## src/rtl/egress_fifo_bank.sv

```systemverilog
// egress_fifo_bank: four-lane egress buffer capturing non-zero crossbar words into per-lane FIFOs.
// Ports: clk, reset (async, active-high); In0..In3 lane words (0 = idle); pop[3:0] read requests;
//        data_out0..3 registered read data with valid_out[3:0] pulses; empty/full/almost_empty/
//        almost_full[3:0] occupancy flags; pause = |almost_full; err_overflow/err_underflow sticky.
module egress_fifo_bank #(
   parameter int WIDTH     = 10,
   parameter int DEPTH     = 4,
   parameter int AF_THRESH = 3,
   parameter int AE_THRESH = 1
) (
   input  logic             clk,
   input  logic             reset,
   input  logic [WIDTH-1:0] In0,
   input  logic [WIDTH-1:0] In1,
   input  logic [WIDTH-1:0] In2,
   input  logic [WIDTH-1:0] In3,
   input  logic [3:0]       pop,
   output logic [WIDTH-1:0] data_out0,
   output logic [WIDTH-1:0] data_out1,
   output logic [WIDTH-1:0] data_out2,
   output logic [WIDTH-1:0] data_out3,
   output logic [3:0]       valid_out,
   output logic [3:0]       empty,
   output logic [3:0]       full,
   output logic [3:0]       almost_empty,
   output logic [3:0]       almost_full,
   output logic             pause,
   output logic [3:0]       err_overflow,
   output logic [3:0]       err_underflow
);
   localparam int AW = $clog2(DEPTH);
   localparam int CW = AW + 1;
   logic [WIDTH-1:0] din  [4];
   logic [WIDTH-1:0] dout [4];
   assign din[0] = In0;
   assign din[1] = In1;
   assign din[2] = In2;
   assign din[3] = In3;
   assign data_out0 = dout[0];
   assign data_out1 = dout[1];
   assign data_out2 = dout[2];
   assign data_out3 = dout[3];
   assign pause = |almost_full;
   for (genvar n = 0; n < 4; n++) begin : g_lane
      logic [WIDTH-1:0] mem [DEPTH];
      logic [WIDTH-1:0] dq;
      logic [AW-1:0]    wp, rp;
      logic [CW-1:0]    cnt;
      logic             v, ovf, udf, do_pop, do_push;
      // a pop on a full lane frees the slot the same-cycle push lands in
      assign do_pop  = pop[n] && cnt != '0;
      assign do_push = din[n] != '0 && (cnt != CW'(DEPTH) || do_pop);
      always_ff @(posedge clk)
         if (do_push) mem[wp] <= din[n];
      always_ff @(posedge clk or posedge reset)
         if (reset) begin
            wp  <= '0;
            rp  <= '0;
            cnt <= '0;
            v   <= 1'b0;
            dq  <= '0;
            ovf <= 1'b0;
            udf <= 1'b0;
         end else begin
            wp  <= wp + AW'(do_push);
            rp  <= rp + AW'(do_pop);
            cnt <= cnt + CW'(do_push) - CW'(do_pop);
            v   <= do_pop;
            if (do_pop) dq <= mem[rp];
            if (pop[n] && cnt == '0) udf <= 1'b1;
            if (din[n] != '0 && !do_push) ovf <= 1'b1;
         end
      assign dout[n]          = dq;
      assign valid_out[n]     = v;
      assign err_overflow[n]  = ovf;
      assign err_underflow[n] = udf;
      assign empty[n]         = cnt == '0;
      assign full[n]          = cnt == CW'(DEPTH);
      assign almost_full[n]   = cnt >= CW'(AF_THRESH);
      assign almost_empty[n]  = cnt <= CW'(AE_THRESH);
   end
endmodule

```

## config.mk

```make
export PLATFORM = sky130hd
export DESIGN_NAME = egress_fifo_bank
export DESIGN_NICKNAME = d
export VERILOG_FILES = /design/src/rtl/egress_fifo_bank.sv
export SDC_FILE = /design/constraint.sdc
export NUM_CORES = 1
export LEC_CHECK = 0
export ABC_CLOCK_PERIOD_IN_PS = 2400
export CORE_ASPECT_RATIO = 0.9
export CORE_MARGIN = 2
export CORE_UTILIZATION = 50
export CTS_CLUSTER_DIAMETER = 30
export DETAILED_ROUTE_END_ITERATION = 12
export GPL_ROUTABILITY_DRIVEN = 0
export PLACE_DENSITY_LB_ADDON = 0.05
export SLEW_MARGIN = 10
export SYNTH_ARGS = -nofsm -noshare
export SYNTH_HDL_FRONTEND = slang
export SYNTH_SLANG_ARGS = --single-unit
```

## constraint.sdc

```tcl
create_clock -name clk -period 2.4 [get_ports clk]
set_input_delay 0.48 -clock clk [delete_from_list [all_inputs] [get_ports clk]]
set_output_delay 0.48 -clock clk [all_outputs]
set_load 0.02 [all_outputs]
```

Yosys cells after proc, flatten, opt, wreduce, memory -nomap -nowiden
Memories as Yosys holds them, arrays and structs flattened. A register that Yosys moved wholly into a read port is not among the register bits. Index checks and enable logic that the tools add are counted.

Add/subtract/negate cells: 16. $lt $le $gt $ge: 8. Equality and inequality tests: 8. Multiplexer cells: 8. Reductions and logical operators: 37.

Operators with widths (count): 10-bit nonzero test (4); 2-bit by 1-bit adder with 2-bit output (8); 1-bit logical AND (16); 3-bit by 1-bit adder with 3-bit output (4); 3-bit equality test (second input constant) (4); 3-bit by 2-bit greater-or-equal comparator with 1-bit output (second input constant) (4); 3-bit by 1-bit <= comparator with 1-bit output (second input constant) (4); 3-bit zero test (4); 3-bit != test (second input constant) (4); 3-bit nonzero test (4); 3-bit by 1-bit subtractor with 3-bit output (4); 1-bit two-way mux (8); 1-bit zero test (4); 1-bit logical OR (4); 4-bit OR reduction (1).

Register bits: 40. RAM bits: 160. Bits of input ports: 46. Output and inout port bits: 69. Word-level logic and storage cells: 105. Memories: 4.

Memory list: g_lane[0].mem (depth 4, width 10, rd ports 1, clocked after memory_dff 1, write ports 1, RTL line 45) `logic [WIDTH-1:0] mem [DEPTH];`; g_lane[1].mem (depth 4, width 10, rd ports 1, clocked after memory_dff 1, write ports 1, RTL line 45); g_lane[2].mem (depth 4, width 10, rd ports 1, clocked after memory_dff 1, write ports 1, RTL line 45); g_lane[3].mem (depth 4, width 10, rd ports 1, clocked after memory_dff 1, write ports 1, RTL line 45).

Logic depth before layout (Yosys ltp)
Gate-level depths: netlist (run 1).

Word-level depth: 6. Depth in mapped cells: 10. Gate-level depth less buffers: 9.

Worst setup path after synthesis (run 1)
No wires, ideal clock.

Path type: flip-flop to flip-flop. Start: register g_lane[1].cnt[1]. End: register g_lane[1].cnt[2]. Setup time: 0.122 ns. Arrival time: 2.266 ns. Required time: 2.278 ns. Path slack: 0.012 ns. Cell stages (with the launch flop): 11. Path buffers: 1. Clock period less this slack: 2.388 ns. Path through: dfrtp_1 -> nor3_2 -> nand2b_1 -> buf_4 -> inv_1 -> ha_1 -> inv_1 -> ha_1 -> inv_1 -> fa_1 -> xor2_1.

Longest elaborated chain between the ends: 6. Elaborated cells between the ends (all ways): 7. Classes of those cells: add/sub: 2; eq/ne: 1; reduce/logical: 4.

RTL lines: start: declaration (RTL line 48) `logic [CW-1:0] cnt;`; start signal: assignment (RTL line 67) `cnt <= cnt + CW'(do_push) - CW'(do_pop);`; 3-bit nonzero test * (RTL line 51) `assign do_pop = pop[n] && cnt != '0;`; 1-bit logical AND * (RTL line 51); named net g_lane[1].do_pop (RTL line 49) `logic v, ovf, udf, do_pop, do_push;`; 1-bit logical OR (RTL line 52) `assign do_push = din[n] != '0 && (cnt != CW'(DEPTH) || do_pop);`; 1-bit logical AND (RTL line 52); 3-bit by 1-bit adder with 3-bit output (RTL line 67); 3-bit by 1-bit subtractor with 3-bit output * (RTL line 67).

The timed path passes the listed nets; every way through them passes the cells marked *. A chain may end at the register's enable or synchronous reset.

Worst setup path after layout (run 1)
Start: register g_lane[2].cnt[1]. End: output port pause.

Longest elaborated chain between the ends: 2.

RTL lines: start: declaration (RTL line 48); start signal: assignment (RTL line 67); 3-bit by 2-bit greater-or-equal comparator with 1-bit output (RTL line 79) `assign almost_full[n] = cnt >= CW'(AF_THRESH);`; 4-bit OR reduction (RTL line 43) `assign pause = |almost_full;`; end: declaration (RTL line 27) `output logic pause,`.

Every way passes these cells.

==> metrics.txt, run 1 <==
Worst path slowest cell or4_4; final wirelength 19.02 mm; drt pass-1 iters 4; Setup crit end kind primary output; top cell type's share of synthesized area about 51%; CP Launch Type flip-flop; Core ar. 18470 µm²; Clk pin slew, worst setup/hold paths 0.05 ns; die area around 20000 µm²; syn nets 602; Critical Path Max Stage Delay 0.49 ns; Final WS setup -0.07620 ns; Max-slew headroom between 30 and 40%; first-pass GRT wire length 29.87 mm; Num CTS Buffers 43; yosys warns 0; mean post-synth cell area roughly 18 µm²; asr flop ratio synth 33.33%; Finished Layout Cells 1033; Fin. Hold Viols 0; Synth cell types 34; ranking of synthesized cells by area edfxtp_1 (51%), dfrtp_1 (21%), mux4_2 (9.5%); maximum root-to-sink buffer count 3; outcome complete, but fails checks; CTS tree built; Clk pwr share 30.2%; switching portion of total power 30.66%; area grow syn2layout 37.13%; initial DRC count 210; Critical Path AT roughly 2.0 ns; Congestion Overflow GR 0; total track usage 19.46%; #FFs+latches synth 240; number of synthesized flops with an enable pin 160; Flop pwr share between 30% and 40%; Worst Path Required 1.92 ns; IO Port Bufs 114; Final nets between 800 and 900; Routed Antenna Nets 0; Mapped Cells 528; cell taking the most area after synthesis edfxtp_1; # rows 47; layout cell share with drive strength beyond 1 31.98%; HP Class in2async; failing checks negative setup slack; I/O Pins 115; vias per inst 5.147; total internal power 0.01327 W; Slew Limit Fails 0; Worst Setup Path Type reg2out; clock insertion delay at the later pin of the skew report 0.51 ns; CTS root buffer clkbuf_16; total power 0.01914 W; final setup fails 1; register area share after synthesis 71.76%; Placed Cells approximately 960; Leak 5.153 nW; RSZ-0062 raised after global routing true; Place WS -0.3619 ns; min Tclk post-route 2.476 ns; Die Span X 149.2 µm; vias post-DR between 5000 and 6000; die height ~130 µm; period utilization 103.2%; sequence of cells on the critical path ha_1 -> o21ai_0 -> nand2_1 -> or4_4 -> buf_6; synth cell count leaders edfxtp_1 (160), dfrtp_1 (80), nand2_1 (68); cell area power density between 1000 and 1500 nW/µm²; Hold Slack 0.3366 ns; Worst Tran Pin Value 0.9072 ns; largest net degree at the start of global routing 37; Worst VDD drop about 670 µV; Core Util, Final between 70% and 80%; # H-tree levels 2; Synth Flop Type edfxtp_1; Post-CTS Setup Bufs 0; initial antenna violation count 0; Max Freq 403.8 MHz; DRC 0; CP Max Fanout 2; max cap viols 0; Gate power share about a third; wire per inst 18.42 µm; vias in the first global route 5625; Clock Skew 0.01010 ns; HPWL Detailed 12.64 mm; top-count cell post-synth edfxtp_1; CTS Sinks 240; cell area after synthesis 9485 µm²; Psw around 0.0059 W; Starting Density between 50 and 60%; antenna cells 0
## final cells by class
type | count | area [µm²]
Tap cell | 245 | 306.5
Clock buffer | 57 | 1210
Inverter | 19 | 75.07
Multi-Input combinational cell | 243 | 2487
Timing Repair Buffer | 208 | 1918
Sequential cell | 240 | 6807
Fill cell | 1243 | 5458
Clock inverter | 21 | 203.9
## path summary, 6_finish.rpt
| kind | from | endpoint | slack (ns) | cells after the start |
|---|---|---|---|---|
| max | g_lane[2].cnt[1] | pause | -0.08 | 5 |
| min | reset | data_out2[0] | 0.34 | 2 |
| max reg2reg | g_lane[1].cnt[1] | g_lane[1].cnt[1] | 0.16 | 11 |
| min reg2reg | g_lane[3].udf | g_lane[3].udf | 0.46 | 1 |
| max in group asynchronous | reset | g_lane[0].rp[0] | 1.48 | 3 |
| min in group clk | g_lane[3].udf | g_lane[3].udf | 0.46 | 1 |
## registers in the layout, summed over array words and instances, names as in the netlist
register	count
g_lane.rp	8
data_out2	10
g_lane.udf	4
g_lane.ovf	4
g_lane.v	4
g_lane.wp	8
data_out3	10
data_out1	10
g_lane.cnt	12
data_out0	10
g_lane.mem	160
## metal layers
layer / vias to the layer above / global-route usage (%) / routed length [µm]
li1: 2468 / - / -
met2: 138 / 32.05 / 9453
met5: - / 0 / 0
met1: 2685 / 26.44 / 8410
met3: 26 / 4.189 / 881
met4: 0 / 5.873 / 278
## placed cells by master, fill, tap and decap left out, types with 3 or more instances in the layout
cell type / instances
buf_4: 86
clkinvlp_4: 6
a31oi_1: 3
inv_1: 14
nor2_1: 6
mux4_2: 40
nor3b_1: 5
xor2_1: 10
edfxtp_1: 160
bufinv_16: 3
clkbuf_1: 7
mux2_2: 21
and3_1: 4
and3b_1: 6
inv_2: 4
nor4b_1: 3
a21o_1: 8
dlygate4sd2_1: 11
nand3_1: 4
clkbuf_8: 6
clkdlybuf4s50_1: 97
buf_12: 7
fa_1: 3
clkinv_2: 4
ha_1: 22
nor3_1: 6
clkbuf_16: 44
dfrtp_1: 80
nor4_2: 6
clkinv_1: 4
nand2_1: 67
a32o_1: 3
## power groups by stage
stage                     clock, W  sequential, W  combinational, W
after global placement           0        0.00713           0.00618
final                      0.00578        0.00718           0.00619
after floorplan                  0        0.00729           0.00340
after detailed placement         0        0.00723           0.00628
after CTS                  0.00589        0.00719           0.00626
after global routing       0.00607        0.00736           0.00671
## critical path, delay by kind of cell, from the launching register on
family	cells	cell delay, ns
AOI/OAI and AO/OA	1	0.14
DFF	1	0.38
adders and majority gates	1	0.21
and+or+nand+nor	2	0.62
buffers and inverters	1	0.15
## stage by stage
step / instance area [µm²] / setup TNS, ns
2_1_floorplan: 9489 / 0
3_5_place_dp: 11540 / -14.63
5_1_grt: 13010 / -0.1548
4_1_cts: 12950 / -0.2121
3_3_place_gp: 11540 / -11.24
6_report: 13010 / -0.07620
## kinds of logic after synthesis
kind of cell	Yosys count	synth area share, %
fa+ha+maj	28	4.010
simple gates	119	6.595
flops	240	71.76
xor+xnor	12	1.108
mux	61	11.99
buf+inv	45	2.717
compound gates	23	1.820
## repair_timing
action	in CTS	in global routing
setup endpoints to repair	18	10
resized for setup	25	24
hold buffers	0	0
endpoints found under the hold margin	0	0
pin swaps	1	8
(Power assumes the default switching activity.)
==> run 2: changes to the inputs <==
--- a/config.mk
+++ b/config.mk
@@ -9,7 +9,7 @@
 export CORE_ASPECT_RATIO = 0.9
 export CORE_MARGIN = 2
 export CORE_UTILIZATION = 50
-export CTS_CLUSTER_DIAMETER = 30
+export CTS_CLUSTER_DIAMETER = 120
 export DETAILED_ROUTE_END_ITERATION = 12
 export GPL_ROUTABILITY_DRIVEN = 0
 export PLACE_DENSITY_LB_ADDON = 0.05
==> metrics.txt, run 2 (synthesized netlist as in run 1, its figures left out) <==
outcome complete, but fails checks; failing checks negative setup slack; Clock Skew around 0.013 ns; I/O Pins 115; HP Class in2async; sequence of cells on the critical path ha_4 -> o21ai_2 -> nand2_2 -> or4_4 -> buf_6; DRC 0; period utilization 102.3%; Clk pin slew, worst setup/hold paths 0.06 ns; Worst VDD drop 674.2 µV; Reg area just under 7000 µm²; reg2reg end g_lane[1].cnt[2]; initial antenna violation count 0; min Tclk post-route 2.455 ns; Critical Path Max Stage Delay around 0.52 ns; die area roughly 20000 µm²; CTS tree built; RSZ-0062 raised after global routing true; clock insertion delay at the later pin of the skew report 0.51 ns; Congestion Overflow GR 0; Worst Setup Path Type reg2out; CP Max Fanout 2; Critical Path AT 1.98 ns; Core ar. 18470 µm²; footprint of the multi-input gates about 2500 µm²; initial DRC count 299; area grow syn2layout 31.25%; Biggest register g_lane.mem; cell area power density 1388 nW/µm²; largest net degree at the start of global routing 37; Max Freq 407.3 MHz; CTS root buffer clkbuf_16; Setup crit end kind primary output; Routed Antenna Nets 0; Starting Density 51.37%; reg2reg path depth 11; Leak roughly 4.9 nW; final wirelength between 15 and 20 mm; HPWL Detailed around 13 mm; fillers around 1300; TNS Setup -0.05520 ns; RR Startpoint g_lane[1].cnt[1]; vias per inst 5.172; first-pass GRT wire length 28.66 mm; max FFs per register 160; Stages on worst setup path 5; vias post-DR 5172; total track usage between 10% and 20%; Slew Limit Fails 0; # H-tree levels 1; Die Span X 149.2 µm; Num CTS Buffers 24; IO Port Bufs between 100 and 150; Final WS setup -0.05520 ns; most frequent cells in the layout edfxtp_1 (160), clkdlybuf4s50_1 (97), buf_4 (88); crit path buf inv count 1; max cap viols 0; layout cell share with drive strength beyond 1 29.01%; die height 134.7 µm; vias in the first global route 5409; Finished Layout Cells 1000; Worst Path Required 1.92 ns; leading cell type in the layout, fill and taps excluded edfxtp_1; Core Util, Final around 67%; Regs by FF count g_lane.mem: 160 flops, g_lane.cnt: 12 flops; drt pass-1 iters 4; CP delay by family, top simple AND/OR/NAND/NOR gates; Worst path slowest cell or4_4; Placed Cells 955; CP Launch Type flip-flop; Hold Slack between 0.3 and 0.4 ns; antenna cells 0; reg2reg setup slack around 0.11 ns; maximum root-to-sink buffer count 3; CTS Sinks 240; Fin. Hold Viols 0; wire per inst 18.09 µm; Worst Tran Pin Value 0.9340 ns; Final nets 811; Max-slew headroom 37.50%; # rows 47; final setup fails 1
[run 2: changes by cell type in the layout (fill, tap and decap cells not counted), sizes merged]
cell,previous run,this run
clkbuf,58,34
clkinvlp,6,1
clkinv,10,6
dlygate4sd2,11,8
inv,21,18
bufinv,3,5
dlymetal6s2s,1,3
buf,96,97
dlygate4sd1,0,1
[run 2: cell type report]
cell class / count / area share, %
clock inverter: 11 / 1.417
sequential: 240 / 54.67
tap: 245 / 2.462
multi-input combinational: 243 / 19.92
timing repair buffer: 209 / 15.50
inverter: 19 / 0.6030
clock buffer: 33 / 5.427
[run 2: worst max path at each step]
| stage | startpoint | slack, ns | end |
|---|---|---|---|
| 6_report | g_lane[1].cnt[1] | -0.06 | pause |
| 5_1_grt | g_lane[1].cnt[1] | -0.14 | pause |
| 4_1_cts | g_lane[1].cnt[2] | -0.18 | pause |
| 3_5_place_dp | In1[1] | -0.36 | g_lane[1].cnt[2] |
| 3_3_place_gp | In1[1] | -0.37 | g_lane[1].cnt[2] |
| 2_1_floorplan | g_lane[1].cnt[1] | 0.01 | g_lane[1].cnt[2] |
[run 2: per-stage QoR]
step / setup WS (ns) / total power [W] / instance area, µm²
after CTS: -0.1834 / 0.01743 / 12390
after global placement: -0.3667 / 0.01331 / 11540
after detailed placement: -0.3619 / 0.01352 / 11540
final: -0.05520 / 0.01728 / 12450
after floorplan: 0.01209 / 0.01069 / 9489
after global routing: -0.1375 / 0.01822 / 12450
[run 2: repair_timing]
item / 4_1_cts / 5_1_grt
gates resized for setup: 23 / 26
pin swaps: 1 / 8
cloned: 0 / 0
endpoints found under the setup margin: 15 / 9
buffers inserted: 0 / 1
hold buffers: 0 / 0
[run 2: routing by layer]
| layer | track usage, % | part of all wire (%) |
|---|---|---|
| met5 | 0 | 0 |
| met4 | 3.968 | 1.3 |
| met3 | 3.209 | 4.3 |
| met2 | 30.98 | 50 |
| met1 | 25.78 | 45 |
[run 2: worst reg2reg max path: stages, from the launching register on]
cell	delay [ns]
dfrtp_1	0.41
buf_4	0.16
buf_4	0.16
nor3_4	0.17
nand2b_4	0.15
inv_1	0.06
ha_1	0.29
inv_1	0.06
ha_1	0.12
inv_1	0.05
fa_1	0.38
xor2_1	0.17
[run 2: report_power, final]
part | switching [W] | leakage [nW] | internal, W
combinational | 0.00301 | 2.07 | 0.00315
clock | 0.00147 | 0.417 | 0.00250
sequential | 0.000891 | 2.43 | 0.00626
==> run 3: changes to the inputs <==
--- a/config.mk
+++ b/config.mk
@@ -13,6 +13,7 @@
 export DETAILED_ROUTE_END_ITERATION = 12
 export GPL_ROUTABILITY_DRIVEN = 0
 export PLACE_DENSITY_LB_ADDON = 0.05
+export RECOVER_POWER = 50
 export SLEW_MARGIN = 10
 export SYNTH_ARGS = -nofsm -noshare
 export SYNTH_HDL_FRONTEND = slang
==> metrics.txt, run 3 (synthesized netlist as in run 1, its figures left out) <==
outcome complete, but fails checks; failing checks negative setup slack; footprint of the multi-input gates 2450 µm²; Worst Setup Path Type reg2out; Max-slew headroom 34.72%; Starting Density 51.37%; Num CTS Buffers 24; CTS root buffer clkbuf_16; total power ~0.017 W; clock insertion delay at the later pin of the skew report 0.51 ns; Place WS -0.3619 ns; CTS Sinks 240; CP delay by family, top simple AND/OR/NAND/NOR gates; CTS tree built; Core ar. 18470 µm²; Clk pin slew, worst setup/hold paths approximately 0.060 ns; vias in the first global route ~5400; largest net degree at the start of global routing 37; Final nets 811; Slew Limit Fails 0; crit path launch g_lane[2].cnt[1]; antenna cells 0; area grow syn2layout 29.13%; die area 20090 µm²; total track usage 18.45%; maximum root-to-sink buffer count 3; first-pass GRT wire length 28.66 mm; reg2reg setup slack 0.11 ns; I/O Pins 115; reg2reg end g_lane[1].cnt[2]; max cap viols 0; M3 GR Usage about 3.2%; Reg area 6807 µm²; Worst Tran Pin Value 0.9792 ns; Worst Path Required around 1.9 ns; fillers ~1400; vias post-DR 5205; Fin. Hold Viols 0; CP Launch Type flip-flop; min Tclk post-route roughly 2.5 ns; die height 134.7 µm; Worst path slowest cell or4_4; Flop pwr share 41.6%; sequence of cells on the critical path ha_1 -> o21ai_1 -> nand2_1 -> or4_4 -> buf_6; reg2reg path depth 11; Routed Antenna Nets 0; final wirelength between 15 and 20 mm; Setup crit end kind primary output; total internal power 0.01183 W; drt pass-1 iters 4; Hold Slack 0.4652 ns; most frequent cells in the layout edfxtp_1 (160), dfrtp_1 (80), nand2_1 (67); RR Startpoint g_lane[1].cnt[1]; Regs by FF count g_lane.mem: 160 flops, g_lane.cnt: 12 flops; HPWL Detailed 12.64 mm; gr busiest metal met2; Final WS setup -0.05504 ns; Leak 4.763 nW; Psw 0.005368 W; cell area power density 1404 nW/µm²; max FFs per register between 150 and 200; Biggest register g_lane.mem; crit path buf inv count 1; Gate power share approximately 35%; period utilization 102.3%; wire per inst 18.09 µm; RSZ-0062 raised after global routing true; Congestion Overflow GR 0; switching portion of total power 31.22%; Clk pwr share a little under a quarter; Stages on worst setup path 5; Clock Skew between 0.01 and 0.015 ns; CP Max Fanout 2; vias per inst 5.205; met2 usage 30.98%; Worst VDD drop 673.5 µV; leading cell type in the layout, fill and taps excluded edfxtp_1; final setup fails 2; Die Span X 149.2 µm; HP Class reg2reg; layout cell share with drive strength beyond 1 22.91%; critical path endpoint pause; DRC 0; initial antenna violation count 0; met1 Track Usage GR 25.78%; Critical Path Max Stage Delay 0.49 ns; Core Util, Final about two thirds; IO Port Bufs 114; # rows between 40 and 50; initial DRC count 312; # H-tree levels 1; Max Freq 407.3 MHz; Critical Path AT just under 2 ns
-- run 3: changes by cell type in the layout (fill, tap and decap cells not counted), sizes merged --
cell	before	now
buf	97	55
clkdlybuf4s50	97	56
dlygate4sd3	0	41
clkbuf	34	76
-- run 3: worst min path at each step --
stage / slack (ns) / end / from / cells past startpoint
6_report: 0.47 / g_lane[3].udf / g_lane[3].udf / 1
5_1_grt: 0.48 / g_lane[3].udf / g_lane[3].udf / 1
4_1_cts: 0.33 / g_lane[2].udf / reset / 2
3_5_place_dp: 0.45 / g_lane[3].udf / g_lane[3].udf / 1
3_3_place_gp: 0.44 / g_lane[2].udf / g_lane[2].udf / 1
2_1_floorplan: 0.43 / g_lane[0].ovf / g_lane[0].ovf / 1
-- run 3: stage by stage --
stage               cell area, µm²  setup TNS (ns)  std cells
global route                 12250         -0.4595       1000
detailed placement           11540          -14.63        955
finish                       12250        -0.05773       1000
global placement             11540          -11.24        955
floorplan                     9489               0        528
CTS                          12390         -0.1834        999
-- run 3: power groups by stage --
stage,combinational [W],sequential [W],clock (W)
2_1_floorplan,0.00340,0.00729,0
3_3_place_gp,0.00618,0.00713,0
3_5_place_dp,0.00628,0.00723,0
4_1_cts,0.00624,0.00716,0.00404
5_1_grt,0.00660,0.00733,0.00421
6_report,0.00608,0.00715,0.00397
-- run 3: layout make-up --
class                   count  area share [%]
clock buffers              33           5.516
clock inverters            11           1.440
inverters                  19          0.5925
multi-input cells         243           20.00
flip-flops and latches    240           55.57
well taps                 245           2.503
repair buffers            209           14.37
-- run 3: metal layers --
metal / wire length (µm) / share of wire [%] / up-vias
li1: - / - / 2416
met1: 8172 / 45 / 2660
met2: 8932 / 49 / 110
met3: 745 / 4.1 / 19
met4: 240 / 1.3 / 0
met5: 0 / 0 / -
-- run 3: timing repair --
item | CTS | global route
hold endpoints to repair | 0 | 0
gates resized for setup | 23 | 26
pin swaps | 1 | 8
hold buffers | 0 | 0
setup endpoints to repair | 15 | 9
setup buffers | 0 | 1
